### config.mk
export PLATFORM = sky130hd
export DESIGN_NAME = branch_update_unit
export DESIGN_NICKNAME = d
export VERILOG_FILES = /design/src/rtl/branch_update_unit.sv
export SDC_FILE = /design/constraint.sdc
export NUM_CORES = 1
export LEC_CHECK = 0
export ABC_AREA = 1
export CAP_MARGIN = 30
export CORE_AREA = 8 8 92 94
export DETAILED_ROUTE_END_ITERATION = 12
export DIE_AREA = 0 0 100 102
export GPL_TIMING_DRIVEN = 0
export PLACE_DENSITY = 0.79
export REMOVE_ABC_BUFFERS = 1
export SETUP_SLACK_MARGIN = 0.5
export SYNTH_ARGS = -nofsm -noshare
export SYNTH_HDL_FRONTEND = slang
export SYNTH_SLANG_ARGS = --single-unit
### constraint.sdc
create_clock -name clk -period 2.6 [get_ports clk]
set_input_delay 0.78 -clock clk [delete_from_list [all_inputs] [get_ports clk]]
set_output_delay 0.78 -clock clk [all_outputs]
set_load 0.02 [all_outputs]
### src/rtl/branch_update_unit.sv
// rtl/branch_update_unit.sv - 2-bit predictor table write side: counter update, forwarding, update FIFO, mispredict redirect.
// Optional BRANCH_STATS_EN adds branch/mispredict event counters.
module branch_update_unit #(
  parameter int IDX_W = 2,
  parameter int PC_W  = 32,
  parameter int DEPTH = 2
) (
  input  logic             clk,
  input  logic             reset,
  input  logic             res_valid,
  output logic             res_ready,
  input  logic [IDX_W-1:0] res_idx,
  input  logic [1:0]       res_state,
  input  logic             res_taken,
  input  logic [PC_W-1:0]  res_target,
  input  logic [PC_W-1:0]  res_pc_plus4,
  output logic             wr_valid,
  input  logic             wr_ready,
  output logic [IDX_W-1:0] wr_idx,
  output logic [1:0]       wr_entry,
  output logic             mispredict,
  output logic [PC_W-1:0]  redirect_pc
`ifdef BRANCH_STATS_EN
  ,
  output logic [31:0]      stat_branches,
  output logic [31:0]      stat_mispredicts
`endif
);

  localparam int PTR_W = (DEPTH > 1) ? $clog2(DEPTH) : 1;

  logic [IDX_W-1:0] mem_idx [DEPTH];
  logic [1:0]       mem_st  [DEPTH];
  logic [PTR_W-1:0] rptr, wptr, rptr_next;
  logic [PTR_W:0]   count, count_after_pop, count_next;
  logic             full, push, pop;
  logic [1:0]       old_state, new_state;
  logic [IDX_W-1:0] head_idx_next;
  logic [1:0]       head_st_next;

  assign full      = (count == (PTR_W+1)'(DEPTH));
  assign wr_valid  = (count != '0);
  assign pop       = wr_valid && wr_ready;
  assign res_ready = !full || pop;
  assign push      = res_valid && res_ready;

  // Newest queued update to the same index wins, so back-to-back updates accumulate.
  always_comb begin
    old_state = res_state;
    for (int i = 0; i < DEPTH; i++) begin
      if (((PTR_W+1)'(i) < count) && (mem_idx[rptr + PTR_W'(i)] == res_idx)) begin
        old_state = mem_st[rptr + PTR_W'(i)];
      end
    end
  end

  always_comb begin
    new_state = old_state;
    if (res_taken) begin
      if (old_state != 2'b11) new_state = old_state + 2'b01;
    end else begin
      if (old_state != 2'b00) new_state = old_state - 2'b01;
    end
  end

  always_comb begin
    count_after_pop = count - (PTR_W+1)'(pop);
    count_next      = count_after_pop + (PTR_W+1)'(push);
    rptr_next       = rptr + PTR_W'(pop);
    head_idx_next   = mem_idx[rptr_next];
    head_st_next    = mem_st[rptr_next];
    if (count_after_pop == '0) begin
      head_idx_next = res_idx;
      head_st_next  = new_state;
    end
  end

  always_ff @(posedge clk) begin
    if (push) begin
      mem_idx[wptr] <= res_idx;
      mem_st[wptr]  <= new_state;
    end
  end

  always_ff @(posedge clk or negedge reset) begin
    if (!reset) begin
      count    <= '0;
      rptr     <= '0;
      wptr     <= '0;
      wr_idx   <= '0;
      wr_entry <= 2'b00;
    end else begin
      count <= count_next;
      rptr  <= rptr_next;
      if (push) wptr <= wptr + PTR_W'(1);
      // Head registers hold their last value once the queue drains.
      if (count_next != '0) begin
        wr_idx   <= head_idx_next;
        wr_entry <= head_st_next;
      end
    end
  end

  always_ff @(posedge clk or negedge reset) begin
    if (!reset) begin
      mispredict  <= 1'b0;
      redirect_pc <= '0;
    end else begin
      mispredict <= push && (res_state[1] != res_taken);
      if (push && (res_state[1] != res_taken)) begin
        redirect_pc <= res_taken ? res_target : res_pc_plus4;
      end
    end
  end

`ifdef BRANCH_STATS_EN
  always_ff @(posedge clk or negedge reset) begin
    if (!reset) begin
      stat_branches    <= '0;
      stat_mispredicts <= '0;
    end else begin
      if (push)       stat_branches    <= stat_branches + 32'd1;
      if (mispredict) stat_mispredicts <= stat_mispredicts + 32'd1;
    end
  end
`endif

endmodule

==> flow_summary.toml <==
[synth]
yosysTopAreaCell = "dfrtp_1"
synth_area_leaders = "dfrtp_1 (38%), nand2_1 (9.7%), edfxtp_1 (9.0%), o21a_1 (9.0%), or2_2 (7.5%)"
yosysSeqAreaShare_pct = 47.27
synthMuxAreaShare_pct = 0
synthAdderAreaFrac_pct = 0.9341
synth_ff_type = "dfrtp_1"
yosysTopAreaCellShare_pct = 38.30
synth_xor_xnor_area_share_pct = 1.681
ys_warn_count = 0
synthSimpleGateAreaFrac_pct = 24.05
synth_edf_count = 8
synth_cell_types = 33
avgSynthCellArea_um2 = 8.754
synth_compound_area_share_pct = 19.71
syn_inst = 306
mappedNetlistArea_um2 = 2679
async_flop_share_pct = 83.67
synth-seq-cells = 49
synth_top_family_by_area = "simple AND/OR/NAND/NOR gates"

[sta]
relSlewSlack_pct = 69.09
fin_crit_ns = 2.055
setup_viol = 0
finalSetupTns_ns = 0
clock_skew_ns = 0.008566
rsz0062_at_grt = "false"
fin_crit_sh_pct = 79.05
slew_viol_final = 0
worst_slew_pin_slew_ns = 0.4626
clock.fmax_mhz = 486.6
timing.final.ws_setup_ns = 0.5447
hold_ws_ns = 0.3604
hold_viol = 0

[power_and_ir_drop]
p_per_area_nw_per_um2 = 926.3
power_frac_seq_pct = 31.9
ir_drop_mv = 0.2950
internal_power_mw = 2.337
leakage_nw = 1.805
sw_frac_of_total_pct = 40.16
p_clk_share_pct = 14.5
switching_power_mw = 1.568
total_power_mw = 3.905
power_frac_comb_pct = 53.6

[outcome]
status = "finished clean"

[critical_path]
startpoint_type = "register"
crit_type = "reg -> out"
crit_chain = "clkdlybuf4s50_1"
crit_fanout = 2
path_delay_family = "buffers and inverters"
timing.rr.end = "mem_st[1][1]"
crit_slowest_cell = "clkdlybuf4s50_1"
critical_path_arrival_ns = 1.28
rrSetupSlack_ns = 0.66
cp_slowest_stage_delay_ns = 0.62
reg2reg_from = "rptr"
worstPathRequired_ns = 1.82
endpoint_kind = "primary output"
rr_worst_depth = 10
timing.critical_path.buf_inv = 1

[place]
postPlaceCellArea_um2 = 3899
port_buffers = 111
gp_congestion = 0.8713
dp_hpwl_um = 5749
post-place-ws_ns = -1.121
dpl.cell_count = 505

[clock_tree]
ctsLongestPathBuffers = 2
h-tree-depth = 2
cts_tree = "yes"
clkSlewWorstSetupHoldPaths_ns = 0.09
clk_latency_ns = 0.30
clockRootBuffer = "clkbuf_8"
numClockSinks = 49
cts-buffers-inserted = 5

[global_route]
globalRouteTotalUtil_pct = 15.26
grt_pass1_wl_um = 12430
antenna_found_initial = 0
grt_max_degree = 36
grt_pass1_vias = 2519
grt-ovfl-total = 0

[hold_path]
hold_class = "in -> async"

[finish]
utilization_pct = 59.71
drive_gt1_share_pct = 21.19
final_common_cell = "clkdlybuf4s50_1"
fin_cells = 519
seq_area_um2 = 1271
n_antenna_cell = 0
nets = 494
fillers = 646
area_delta_synth_final_pct = 57.36
multiInputGateArea_um2 = 1349
design_area_um2 = 4215
final_cell_mix = "clkdlybuf4s50_1 (84), nand2_1 (67), dfrtp_1 (39)"

[flow_run]
maxCapViolations = 0

[drt]
detail_route.first_pass.iterations = 4
drc = 0
wl_per_cell_um = 14.79
num_vias = 2446
viasPerCell = 4.713
ant_nets = 0
drt-initial-drc-count = 64
wl_um = 7675

[floorplan]
start_util_pct = 37.95
num_rows = 31
die_area_um2 = 10200
dieHeight_um = 102
die_x_um = 100
core-area_um2 = 7059
ioPinCount = 112
-- timing repair --
action / 4_1_cts / 5_1_grt
setup buffers: 4 / 1
resized for setup: 41 / 25
setup endpoints to repair: 43 / 43
hold buffers: 0 / 0
pin swaps: 3 / 1
cloned: 1 / 0
-- power groups by stage --
| stage | clock [mW] | combinational, mW | sequential [mW] |
|---|---|---|---|
| 2_1_floorplan | 0 | 0.883 | 1.47 |
| 3_3_place_gp | 0 | 1.82 | 1.25 |
| 3_5_place_dp | 0 | 1.88 | 1.26 |
| 4_1_cts | 0.577 | 2.09 | 1.26 |
| 5_1_grt | 0.602 | 2.27 | 1.29 |
| 6_report | 0.566 | 2.09 | 1.25 |
-- layer usage --
layer  vias to the layer above  global-route usage (%)  wire, um
li1                       1229                       -         -
met1                      1144                   17.76      3098
met2                        69                   26.53      3976
met3                         4                   5.109       543
met4                         0                   3.488        57
met5                         -                       0         0
-- how the worst max path moves through the flow --
stage | startpoint | slack, ns | cells past startpoint | end
final | redirect_pc[0] | 0.54 | 1 | redirect_pc[0]
after floorplan | wr_ready | -1.34 | 6 | redirect_pc[0]
after global routing | redirect_pc[31] | 0.50 | 1 | redirect_pc[31]
after detailed placement | res_taken | -1.12 | 8 | redirect_pc[17]
after CTS | redirect_pc[21] | 0.51 | 1 | redirect_pc[21]
after global placement | res_taken | -4.12 | 6 | redirect_pc[31]
-- cell families after synthesis --
| logic type | count (synthesis) |
|---|---|
| and+or+nand+nor | 132 |
| DFF | 49 |
| buffers and inverters | 37 |
| AOI/OAI and AO/OA | 83 |
| adders and majority gates | 2 |
| xor gates and xnor gates | 3 |
-- area by class of cell --
type	instances	share of cell area (%)
clock buffer	7	2.048
clock inverter	1	0.7124
inverter	23	2.226
multi-input combinational	221	32.00
sequential	49	30.16
tap	99	2.939
timing repair buffer	119	29.92
-- flip-flops by register name, indices dropped and copies added (netlist names) --
name,flops
wr_idx,2
redirect_pc,32
wptr,1
mispredict,1
wr_entry,2
mem_st,4
count,2
rptr,1
mem_idx,4
-- cells in the mapped netlist, types with 3 or more instances --
library cell / count
nand2_2: 3
dfrtp_1: 41
o21ai_1: 4
nor2_1: 13
inv_2: 5
clkbuf_1: 6
o21ai_0: 34
nand2_1: 69
edfxtp_1: 8
o21a_1: 32
or2_2: 32
nand3_1: 7
buf_4: 6
inv_1: 17
o211ai_1: 3
a21oi_1: 4
nand3_2: 3
Power figures use the tool's default switching activity.
